--- src/rtl/alut_arb_pkg.sv ---
// Shared types and constants for the ALUT memory arbiter: FSM encodings,
// requester indices and default memory geometry.
package alut_arb_pkg;

  typedef enum logic [1:0] {
    IDLE    = 2'd0,
    LOCK_AC = 2'd1,
    LOCK_AG = 2'd2
  } arb_state_e;

  localparam int REQ_AC = 0;
  localparam int REQ_AG = 1;
  localparam int REQ_SW = 2;

  localparam int ALUT_AW = 8;
  localparam int ALUT_DW = 83;

endpackage

--- src/rtl/alut_mem_arbiter_if.sv ---
// Requester-side bus of the ALUT arbiter: request/lock in, grant/read-data out.
// master = requester side, slave = arbiter side.
interface alut_mem_arbiter_if #(
  parameter int AW = alut_arb_pkg::ALUT_AW,
  parameter int DW = alut_arb_pkg::ALUT_DW
);
  logic          ac_req,   ag_req,   sw_req;
  logic          ac_we,    ag_we,    sw_we;
  logic [AW-1:0] ac_addr,  ag_addr,  sw_addr;
  logic [DW-1:0] ac_wdata, ag_wdata, sw_wdata;
  logic          ac_lock,  ag_lock;
  logic          ac_gnt,   ag_gnt,   sw_gnt;
  logic          ac_rvalid, ag_rvalid, sw_rvalid;
  logic [DW-1:0] rdata;

  modport master (
    output ac_req, ag_req, sw_req, ac_we, ag_we, sw_we,
           ac_addr, ag_addr, sw_addr, ac_wdata, ag_wdata, sw_wdata,
           ac_lock, ag_lock,
    input  ac_gnt, ag_gnt, sw_gnt, ac_rvalid, ag_rvalid, sw_rvalid, rdata
  );

  modport slave (
    input  ac_req, ag_req, sw_req, ac_we, ag_we, sw_we,
           ac_addr, ag_addr, sw_addr, ac_wdata, ag_wdata, sw_wdata,
           ac_lock, ag_lock,
    output ac_gnt, ag_gnt, sw_gnt, ac_rvalid, ag_rvalid, sw_rvalid, rdata
  );
endinterface

--- src/rtl/alut_arb_rd_pipe.sv ---
// Two-stage {valid, owner} shift tracking reads from grant to data return;
// rvalid and rdata appear two cycles after the grant, no backpressure.
module alut_arb_rd_pipe
  import alut_arb_pkg::*;
#(
  parameter int DW = ALUT_DW
) (
  input  logic          clk,
  input  logic          rst,
  input  logic          rd_vld,
  input  logic [1:0]    rd_owner,
  input  logic [DW-1:0] mem_rdata,
  output logic          ac_rvalid,
  output logic          ag_rvalid,
  output logic          sw_rvalid,
  output logic [DW-1:0] rdata,
  output logic          pipe_busy
);

  logic          s1_vld_q, s1_vld_d;
  logic          s2_vld_q, s2_vld_d;
  logic [1:0]    s1_own_q, s1_own_d;
  logic [1:0]    s2_own_q, s2_own_d;
  logic [DW-1:0] rdata_q,  rdata_d;

  always_comb begin
    s1_vld_d = rd_vld;
    s1_own_d = rd_owner;
    s2_vld_d = s1_vld_q;
    s2_own_d = s1_own_q;
    rdata_d  = s2_vld_q ? mem_rdata : rdata_q;
  end

  always_ff @(posedge clk) begin
    if (rst) begin
      s1_vld_q <= 1'b0;
      s1_own_q <= 2'd0;
      s2_vld_q <= 1'b0;
      s2_own_q <= 2'd0;
      rdata_q  <= '0;
    end else begin
      s1_vld_q <= s1_vld_d;
      s1_own_q <= s1_own_d;
      s2_vld_q <= s2_vld_d;
      s2_own_q <= s2_own_d;
      rdata_q  <= rdata_d;
    end
  end

  // RAM data is only valid in the return cycle, so pass it straight through
  // then and hold the last value afterwards.
  assign rdata     = s2_vld_q ? mem_rdata : rdata_q;
  assign ac_rvalid = s2_vld_q && (s2_own_q == 2'(REQ_AC));
  assign ag_rvalid = s2_vld_q && (s2_own_q == 2'(REQ_AG));
  assign sw_rvalid = s2_vld_q && (s2_own_q == 2'(REQ_SW));
  assign pipe_busy = s1_vld_q || s2_vld_q;

endmodule

--- src/rtl/alut_mem_arbiter.sv ---
// Arbiter/sequencer for the single-port ALUT RAM: combinational grant, command at T+1,
// read data at T+2; locked RMW and bounded sw wait. ALUT_ARB_STATS_EN adds conflict_cnt.
module alut_mem_arbiter
  import alut_arb_pkg::*;
#(
  parameter int SW_MAX_WAIT = 8,
  parameter int LOCK_MAX    = 4,
  parameter int AW          = ALUT_AW,
  parameter int DW          = ALUT_DW
) (
  input  logic                pclk,
  input  logic                p_reset,
  alut_mem_arbiter_if.slave   bus,
  output logic [AW-1:0]       mem_addr,
  output logic                mem_we,
  output logic [DW-1:0]       mem_wdata,
  input  logic [DW-1:0]       mem_rdata,
  output logic                arb_busy
`ifdef ALUT_ARB_STATS_EN
  ,
  output logic [15:0]         conflict_cnt
`endif
);

  localparam int SW_CW = $clog2(SW_MAX_WAIT + 1);
  localparam int LK_CW = $clog2(LOCK_MAX + 1);

  arb_state_e    state_q, state_d;
  logic [SW_CW-1:0] starve_cnt_q, starve_cnt_d;
  logic [LK_CW-1:0] lock_cnt_q, lock_cnt_d;
  logic [AW-1:0] mem_addr_q, mem_addr_d;
  logic          mem_we_q, mem_we_d;
  logic [DW-1:0] mem_wdata_q, mem_wdata_d;

  logic       gnt_ac, gnt_ag, gnt_sw;
  logic       starved, locked_gnt;
  logic       rd_vld;
  logic [1:0] rd_owner;
  logic       pipe_busy;

  assign starved = (starve_cnt_q == SW_CW'(SW_MAX_WAIT));

  // Grants are held off during reset so nothing is granted that will be lost.
  always_comb begin
    gnt_ac = 1'b0;
    gnt_ag = 1'b0;
    gnt_sw = 1'b0;
    if (!p_reset) begin
      unique case (state_q)
        LOCK_AC: gnt_ac = bus.ac_req;
        LOCK_AG: gnt_ag = bus.ag_req;
        default: begin
          if (bus.sw_req && starved) gnt_sw = 1'b1;
          else if (bus.ac_req)       gnt_ac = 1'b1;
          else if (bus.ag_req)       gnt_ag = 1'b1;
          else if (bus.sw_req)       gnt_sw = 1'b1;
        end
      endcase
    end
  end

  assign locked_gnt = (gnt_ac && bus.ac_lock) || (gnt_ag && bus.ag_lock);

  always_comb begin
    state_d      = state_q;
    lock_cnt_d   = lock_cnt_q;
    starve_cnt_d = starve_cnt_q;
    mem_addr_d   = mem_addr_q;
    mem_we_d     = 1'b0;
    mem_wdata_d  = mem_wdata_q;
    rd_vld       = 1'b0;
    rd_owner     = 2'(REQ_AC);

    unique case (state_q)
      IDLE: begin
        lock_cnt_d = '0;
        if (locked_gnt) begin
          state_d    = gnt_ac ? LOCK_AC : LOCK_AG;
          lock_cnt_d = LK_CW'(1);
        end
      end
      LOCK_AC, LOCK_AG: begin
        // Only the owner can be granted here, so locked_gnt is the owner's.
        if (locked_gnt && (lock_cnt_q < LK_CW'(LOCK_MAX - 1))) begin
          lock_cnt_d = lock_cnt_q + LK_CW'(1);
        end else begin
          state_d    = IDLE;
          lock_cnt_d = '0;
        end
      end
      default: begin
        state_d    = IDLE;
        lock_cnt_d = '0;
      end
    endcase

    if (!bus.sw_req || gnt_sw) starve_cnt_d = '0;
    else if (!starved)         starve_cnt_d = starve_cnt_q + SW_CW'(1);

    if (gnt_ac) begin
      mem_addr_d  = bus.ac_addr;
      mem_we_d    = bus.ac_we;
      mem_wdata_d = bus.ac_wdata;
      rd_vld      = !bus.ac_we;
      rd_owner    = 2'(REQ_AC);
    end else if (gnt_ag) begin
      mem_addr_d  = bus.ag_addr;
      mem_we_d    = bus.ag_we;
      mem_wdata_d = bus.ag_wdata;
      rd_vld      = !bus.ag_we;
      rd_owner    = 2'(REQ_AG);
    end else if (gnt_sw) begin
      mem_addr_d  = bus.sw_addr;
      mem_we_d    = bus.sw_we;
      mem_wdata_d = bus.sw_wdata;
      rd_vld      = !bus.sw_we;
      rd_owner    = 2'(REQ_SW);
    end
  end

  always_ff @(posedge pclk) begin
    if (p_reset) begin
      state_q      <= IDLE;
      lock_cnt_q   <= '0;
      starve_cnt_q <= '0;
      mem_addr_q   <= '0;
      mem_we_q     <= 1'b0;
      mem_wdata_q  <= '0;
    end else begin
      state_q      <= state_d;
      lock_cnt_q   <= lock_cnt_d;
      starve_cnt_q <= starve_cnt_d;
      mem_addr_q   <= mem_addr_d;
      mem_we_q     <= mem_we_d;
      mem_wdata_q  <= mem_wdata_d;
    end
  end

  alut_arb_rd_pipe #(.DW(DW)) u_rd_pipe (
    .clk       (pclk),
    .rst       (p_reset),
    .rd_vld    (rd_vld),
    .rd_owner  (rd_owner),
    .mem_rdata (mem_rdata),
    .ac_rvalid (bus.ac_rvalid),
    .ag_rvalid (bus.ag_rvalid),
    .sw_rvalid (bus.sw_rvalid),
    .rdata     (bus.rdata),
    .pipe_busy (pipe_busy)
  );

  assign bus.ac_gnt = gnt_ac;
  assign bus.ag_gnt = gnt_ag;
  assign bus.sw_gnt = gnt_sw;
  assign mem_addr   = mem_addr_q;
  assign mem_we     = mem_we_q;
  assign mem_wdata  = mem_wdata_q;
  assign arb_busy   = gnt_ac || gnt_ag || gnt_sw || pipe_busy || (state_q != IDLE);

`ifdef ALUT_ARB_STATS_EN
  logic [15:0] conflict_cnt_q, conflict_cnt_d;
  logic        multi_req, lock_block;

  assign multi_req  = (2'(bus.ac_req) + 2'(bus.ag_req) + 2'(bus.sw_req)) >= 2'd2;
  assign lock_block = ((state_q == LOCK_AC) && (bus.ag_req || bus.sw_req)) ||
                      ((state_q == LOCK_AG) && (bus.ac_req || bus.sw_req));

  always_comb begin
    conflict_cnt_d = conflict_cnt_q;
    if ((multi_req || lock_block) && (conflict_cnt_q != 16'hFFFF))
      conflict_cnt_d = conflict_cnt_q + 16'd1;
  end

  always_ff @(posedge pclk) begin
    if (p_reset) conflict_cnt_q <= '0;
    else         conflict_cnt_q <= conflict_cnt_d;
  end

  assign conflict_cnt = conflict_cnt_q;
`endif

endmodule

--- src/flat_wrapper.sv ---
// flat-port wrapper written by rule: the top's interface ports become plain ports
module alut_mem_arbiter_flat import alut_arb_pkg::*;
#(
  parameter int SW_MAX_WAIT = 8,
  parameter int LOCK_MAX    = 4,
  parameter int AW          = ALUT_AW,
  parameter int DW          = ALUT_DW
)
  (pclk, p_reset, mem_addr, mem_we, mem_wdata, mem_rdata, arb_busy, bus_ac_req, bus_ag_req, bus_sw_req, bus_ac_we, bus_ag_we, bus_sw_we, bus_ac_addr, bus_ag_addr, bus_sw_addr, bus_ac_wdata, bus_ag_wdata, bus_sw_wdata, bus_ac_lock, bus_ag_lock, bus_ac_gnt, bus_ag_gnt, bus_sw_gnt, bus_ac_rvalid, bus_ag_rvalid, bus_sw_rvalid, bus_rdata);
  alut_mem_arbiter_if #(.AW(AW), .DW(DW)) bus_i ();
  input  logic pclk;
  input  logic p_reset;
  output logic [AW-1:0] mem_addr;
  output logic mem_we;
  output logic [DW-1:0] mem_wdata;
  input  logic [DW-1:0] mem_rdata;
  output logic arb_busy;
  input wire logic [$bits(bus_i.ac_req)-1:0] bus_ac_req;
  input wire logic [$bits(bus_i.ag_req)-1:0] bus_ag_req;
  input wire logic [$bits(bus_i.sw_req)-1:0] bus_sw_req;
  input wire logic [$bits(bus_i.ac_we)-1:0] bus_ac_we;
  input wire logic [$bits(bus_i.ag_we)-1:0] bus_ag_we;
  input wire logic [$bits(bus_i.sw_we)-1:0] bus_sw_we;
  input wire logic [$bits(bus_i.ac_addr)-1:0] bus_ac_addr;
  input wire logic [$bits(bus_i.ag_addr)-1:0] bus_ag_addr;
  input wire logic [$bits(bus_i.sw_addr)-1:0] bus_sw_addr;
  input wire logic [$bits(bus_i.ac_wdata)-1:0] bus_ac_wdata;
  input wire logic [$bits(bus_i.ag_wdata)-1:0] bus_ag_wdata;
  input wire logic [$bits(bus_i.sw_wdata)-1:0] bus_sw_wdata;
  input wire logic [$bits(bus_i.ac_lock)-1:0] bus_ac_lock;
  input wire logic [$bits(bus_i.ag_lock)-1:0] bus_ag_lock;
  output wire logic [$bits(bus_i.ac_gnt)-1:0] bus_ac_gnt;
  output wire logic [$bits(bus_i.ag_gnt)-1:0] bus_ag_gnt;
  output wire logic [$bits(bus_i.sw_gnt)-1:0] bus_sw_gnt;
  output wire logic [$bits(bus_i.ac_rvalid)-1:0] bus_ac_rvalid;
  output wire logic [$bits(bus_i.ag_rvalid)-1:0] bus_ag_rvalid;
  output wire logic [$bits(bus_i.sw_rvalid)-1:0] bus_sw_rvalid;
  output wire logic [$bits(bus_i.rdata)-1:0] bus_rdata;
  assign bus_i.ac_req = bus_ac_req;
  assign bus_i.ag_req = bus_ag_req;
  assign bus_i.sw_req = bus_sw_req;
  assign bus_i.ac_we = bus_ac_we;
  assign bus_i.ag_we = bus_ag_we;
  assign bus_i.sw_we = bus_sw_we;
  assign bus_i.ac_addr = bus_ac_addr;
  assign bus_i.ag_addr = bus_ag_addr;
  assign bus_i.sw_addr = bus_sw_addr;
  assign bus_i.ac_wdata = bus_ac_wdata;
  assign bus_i.ag_wdata = bus_ag_wdata;
  assign bus_i.sw_wdata = bus_sw_wdata;
  assign bus_i.ac_lock = bus_ac_lock;
  assign bus_i.ag_lock = bus_ag_lock;
  assign bus_ac_gnt = bus_i.ac_gnt;
  assign bus_ag_gnt = bus_i.ag_gnt;
  assign bus_sw_gnt = bus_i.sw_gnt;
  assign bus_ac_rvalid = bus_i.ac_rvalid;
  assign bus_ag_rvalid = bus_i.ag_rvalid;
  assign bus_sw_rvalid = bus_i.sw_rvalid;
  assign bus_rdata = bus_i.rdata;
  alut_mem_arbiter #(.SW_MAX_WAIT(SW_MAX_WAIT), .LOCK_MAX(LOCK_MAX), .AW(AW), .DW(DW)) u_core (.pclk(pclk), .p_reset(p_reset), .bus(bus_i), .mem_addr(mem_addr), .mem_we(mem_we), .mem_wdata(mem_wdata), .mem_rdata(mem_rdata), .arb_busy(arb_busy));
endmodule
--- config.mk ---
export PLATFORM = sky130hd
export DESIGN_NAME = alut_mem_arbiter_flat
export DESIGN_NICKNAME = d
export VERILOG_FILES = /design/src/rtl/alut_arb_pkg.sv /design/src/rtl/alut_mem_arbiter_if.sv /design/src/rtl/alut_arb_rd_pipe.sv /design/src/rtl/alut_mem_arbiter.sv /design/src/flat_wrapper.sv
export SDC_FILE = /design/constraint.sdc
export NUM_CORES = 1
export LEC_CHECK = 0
export CELL_PAD_IN_SITES_DETAIL_PLACEMENT = 1
export CELL_PAD_IN_SITES_GLOBAL_PLACEMENT = 1
export CORE_AREA = 3 3 213 215
export CTS_CLUSTER_DIAMETER = 30
export DETAILED_ROUTE_END_ITERATION = 10
export DIE_AREA = 0 0 216 218
export HOLD_SLACK_MARGIN = 0.1
export PLACE_DENSITY_LB_ADDON = 0.1
export SKIP_LAST_GASP = 1
export SLEW_MARGIN = 10
export SYNTH_ARGS = -nofsm -noshare
export SYNTH_HDL_FRONTEND = slang
export SYNTH_SLANG_ARGS = --single-unit
--- constraint.sdc ---
create_clock -name pclk -period 3.85 [get_ports pclk]
set_input_delay 0.77 -clock pclk [delete_from_list [all_inputs] [get_ports pclk]]
set_output_delay 0.77 -clock pclk [all_outputs]
set_load 0.03 [all_outputs]
==> summary.md, run 1 <==
| Metric | Value |
|---|---|
| Simple-Gate Fraction of Synth Area | `0.194` |
| Dominant synthesized flop cell | `dfxtp_1` |
| Cells after synthesis | `between 1000 and 1500` |
| Post-Synth XOR/XNOR Area | `0.00181` |
| Peak VDD IR | `0.260 mV` |
| Clock Pin Slew Worst Setup and Hold Paths | `~0.08 ns` |
| Global-route wire length before repair | `slightly above 70 mm` |
| Hold buffers post-CTS | `0` |
| Clock power frac | `0.280` |
| Synth Area in Compound Gates | `0.244` |
| Initial antenna violation count | `11` |
| Average wire per standard cell | `between 20 and 25 µm` |
| Maximum capacitance violations | `0` |
| Setup crit end kind | `output pin` |
| I/O Pins | `about 550` |
| Logic pwr share | `0.388` |
| Post-route cell area | `16200 µm²` |
| Vias in the first global route | `roughly 11000` |
| Critical Path AT | `between 2 and 3 ns` |
| Flip-flop and latch area | `3810 µm²` |
| Clk Latency, worst-skew pair | `between 0.4 and 0.5 ns` |
| Area of the multi-input gates | `around 5300 µm²` |
| CP cell instances | `inv_1 > ha_2 > nand2b_1 > a211oi_2 > a211o_4 > or4b_1 > buf_4` |
| CP peak stage delay | `0.54 ns` |
| Drc violations | `0` |
| Switching Share | `0.366` |
| Final #Nets | `1869` |
| Clk_skew | `about 0.018 ns` |
| Routed Antenna Nets | `0` |
| Congestion Overflow GR | `0` |
| Min-Delay Path Class | `reg2reg` |
| Number of synthesized flops with an enable pin | `0` |
| Async SR Flop Fraction | `0` |
| Input/output buffers | `547` |
| CP max FO | `9` |
| Met1 Wirelength | `approximately 21 mm` |
| P_leak | `between 5 and 6 nW` |
| Vias/cell | `around 4.9` |
| Layout Cells excl Fill | `roughly 2100` |
| Crit path required time | `3.08 ns` |
| Post-synthesis mux area share | `0.0967` |
| Status | `finished, final reports clean` |
| Worst Tran Pin Value | `about 0.97 ns` |
| Hold Fails Final Rpt | `0` |
| Worst setup path class | `reg2out` |
| Initial DRC Count | `515` |
| Setup TNS | `0 ns` |
| CTS tree | `built` |
| Sink Count | `190` |
| Ys Warns | `0` |
| Layout cells sized above 1 | `0.142` |
| Largest buffer count on any clock path | `2` |
| Htree depth | `4` |
| Worst slew margin | `0.355` |
| Unique masters post-synth | `46` |
| Final Wtd Congestion | `between 0.7 and 0.8` |
| Detailed-route via count | `10300` |
| CTS root buffer | `clkbuf_16` |
| Post-DP HPWL | `about 34 mm` |
| Die W | `between 200 and 250 µm` |
| Peak Freq | `approximately 280 MHz` |
| FP Rows | `77` |
| Final setup fails | `0` |
| Pint | `roughly 4.5 mW` |
| Total die area | `between 40000 and 50000 µm²` |
| Final period util | `0.942` |
| Sw Pwr | `between 2 and 3 mW` |
| Final Slew Violations | `0` |
| Worst setup SP type | `flip-flop` |
| Commonest non-fill, non-tap cell in the layout | `clkdlybuf4s50_1` |
| Core ar. | `43900 µm²` |
| Register bit total from synthesis | `190` |
| Sequential cell area fraction in the yosys report | `0.394` |
| Final WL | `49.5 mm` |
| WP buf/inv | `2` |
| Met3 wire length | `between 4 and 5 mm` |
| Largest net degree at the start of global routing | `93` |
| Tot GR Track Use | `0.205` |
| Power per cell area | `between 400 and 500 nW/µm²` |
| Mapped Nets | `1400` |
| Max layer used | `met5` |
| Synth-to-layout area growth | `68.1%` |
| Dpl cells | `2069` |
| Worst path top cell family by delay | `simple AND/OR/NAND/NOR gates` |
| TritonCTS Buffers | `17` |
| Initial core utilization | `0.220` |
| Post-Synth Adder-Cell Area | `0.00906` |
| Die H | `roughly 220 µm` |
| CP max-delay cell | `or4b_1` |
| Pre-antenna DRT Iters | `5` |
| Seq pwr share | `0.332` |
| Unrepaired setup endpoints after global routing | `false` |
| Commonest cells after routing, fill and taps aside | `clkdlybuf4s50_1 (543), dfxtp_1 (189), nor3_1 (93), o21ai_0 (93)` |
| Fin crit period | `about 3.6 ns` |
| Placed cell areas | `between 15000 and 20000 µm²` |
| WHS | `0.437 ns` |
| FILL cells | `between 5000 and 6000` |
| Mapped cell area | `9660 µm²` |
| Syn_area_per_cell | `around 9.4 µm²` |
| Met2 routed WL | `23.5 mm` |
| Largest family of logic cells by synthesized area | `compound AO/OA/AOI/OAI gates` |
## Yosys cell counts, drive strengths merged (2+ instances only)
master	n	area, µm²
a2111oi	91	797
a211oi	4	35.0
a21oi	4	20.0
a32o	91	911
and2	3	18.8
and3	2	12.5
and3b	2	17.5
buf	40	253
clkbuf	82	308
dfxtp	190	3800
ha	7	87.6
inv	7	26.3
mux2	83	935
nand2	8	30.0
nand2b	6	45.0
nand3b	3	22.5
nor2	11	41.3
nor2b	89	557
nor3	95	485
nor3b	2	15.0
o2111ai	3	26.3
o211ai	2	15.0
o21ai	93	465
or2	93	582
## metrics by stage
| stage | total power [mW] | utilization | worst slack [ns] |
|---|---|---|---|
| 2_1_floorplan | 3.82 | - | 0.822 |
| 3_3_place_gp | 5.14 | 0.355 | 0.322 |
| 3_5_place_dp | 5.16 | 0.355 | 0.254 |
| 4_1_cts | 7.19 | 0.369 | 0.0611 |
| 5_1_grt | 7.42 | 0.370 | 0.0400 |
| 6_report | 7.06 | 0.370 | 0.224 |
## sequential cells by signal (all words and copies together) (netlist names)
name	cells
u_core.state_q	2
u_core.mem_wdata	83
u_core.mem_addr	8
u_core.u_rd_pipe.s1_vld_q	1
u_core.u_rd_pipe.s2_own_q	2
u_core.mem_we	1
u_core.u_rd_pipe.s2_vld_q	1
u_core.u_rd_pipe.s1_own_q	2
u_core.starve_cnt_q	4
u_core.u_rd_pipe.rdata_q	83
u_core.lock_cnt_q	3
## worst register-to-register path, delay by kind of cell, from the launching register on
family | cells | cell delay (ns)
AOI/OAI and AO/OA | 2 | 0.47
adders and majority gates | 1 | 0.46
buffers and inverters | 3 | 1.25
DFF | 1 | 0.41
and+or+nand+nor | 2 | 0.36
## logic make-up after synthesis
group,Yosys count
DFF,190
AOI/OAI and AO/OA,296
muxes,83
adders and majority gates,7
and+or+nand+nor,320
xor gates and xnor gates,2
buffers and inverters,129
## area by class of cell
class	instances	share of cell area
antenna	7	0.00108
multi-input combinational	708	0.328
inverter	7	0.00162
timing repair buffer	572	0.351
clock inverter	11	0.00901
clock buffer	21	0.0297
tap	592	0.0456
sequential	190	0.234
## metal layers
metal | GRT usage | vias to the layer above
li1 | - | 4839
met1 | 0.245 | 5069
met2 | 0.337 | 372
met3 | 0.0849 | 49
met4 | 0.0608 | 8
met5 | 0 | -
## power by group through the flow
stage	clock (mW)	sequential (mW)	combinational [mW]
after floorplan	0	2.75	1.07
after global placement	0	2.38	2.76
after detailed placement	0	2.39	2.77
after CTS	2.07	2.34	2.78
after global routing	2.14	2.37	2.91
final	1.98	2.34	2.74
## what timing repair did
| action | in CTS | in global routing |
|---|---|---|
| setup endpoints to repair | 0 | 1 |
| gates resized for setup | 0 | 1 |
| setup buffers | 0 | 0 |
## final timing paths
check / startpoint / to / slack (ns) / cells past startpoint
setup / recovery: u_core.state_q[1] / arb_busy / 0.22 / 7
hold / removal: u_core.u_rd_pipe.s1_own_q[1] / u_core.u_rd_pipe.s2_own_q[1] / 0.44 / 1
setup reg to reg: u_core.state_q[1] / u_core.mem_wdata[71] / 0.86 / 8
hold reg to reg: u_core.u_rd_pipe.s1_own_q[1] / u_core.u_rd_pipe.s2_own_q[1] / 0.44 / 1
Note: power is estimated with default switching activity, not from simulation.
==> inputs of run 2 (changes only) <==
Settings changed: CTS_CLUSTER_DIAMETER 30 to default, SLEW_MARGIN 10 to default.
==> results of run 2 <==
The final DEF is identical to that of run 1; final timing and power are the same.
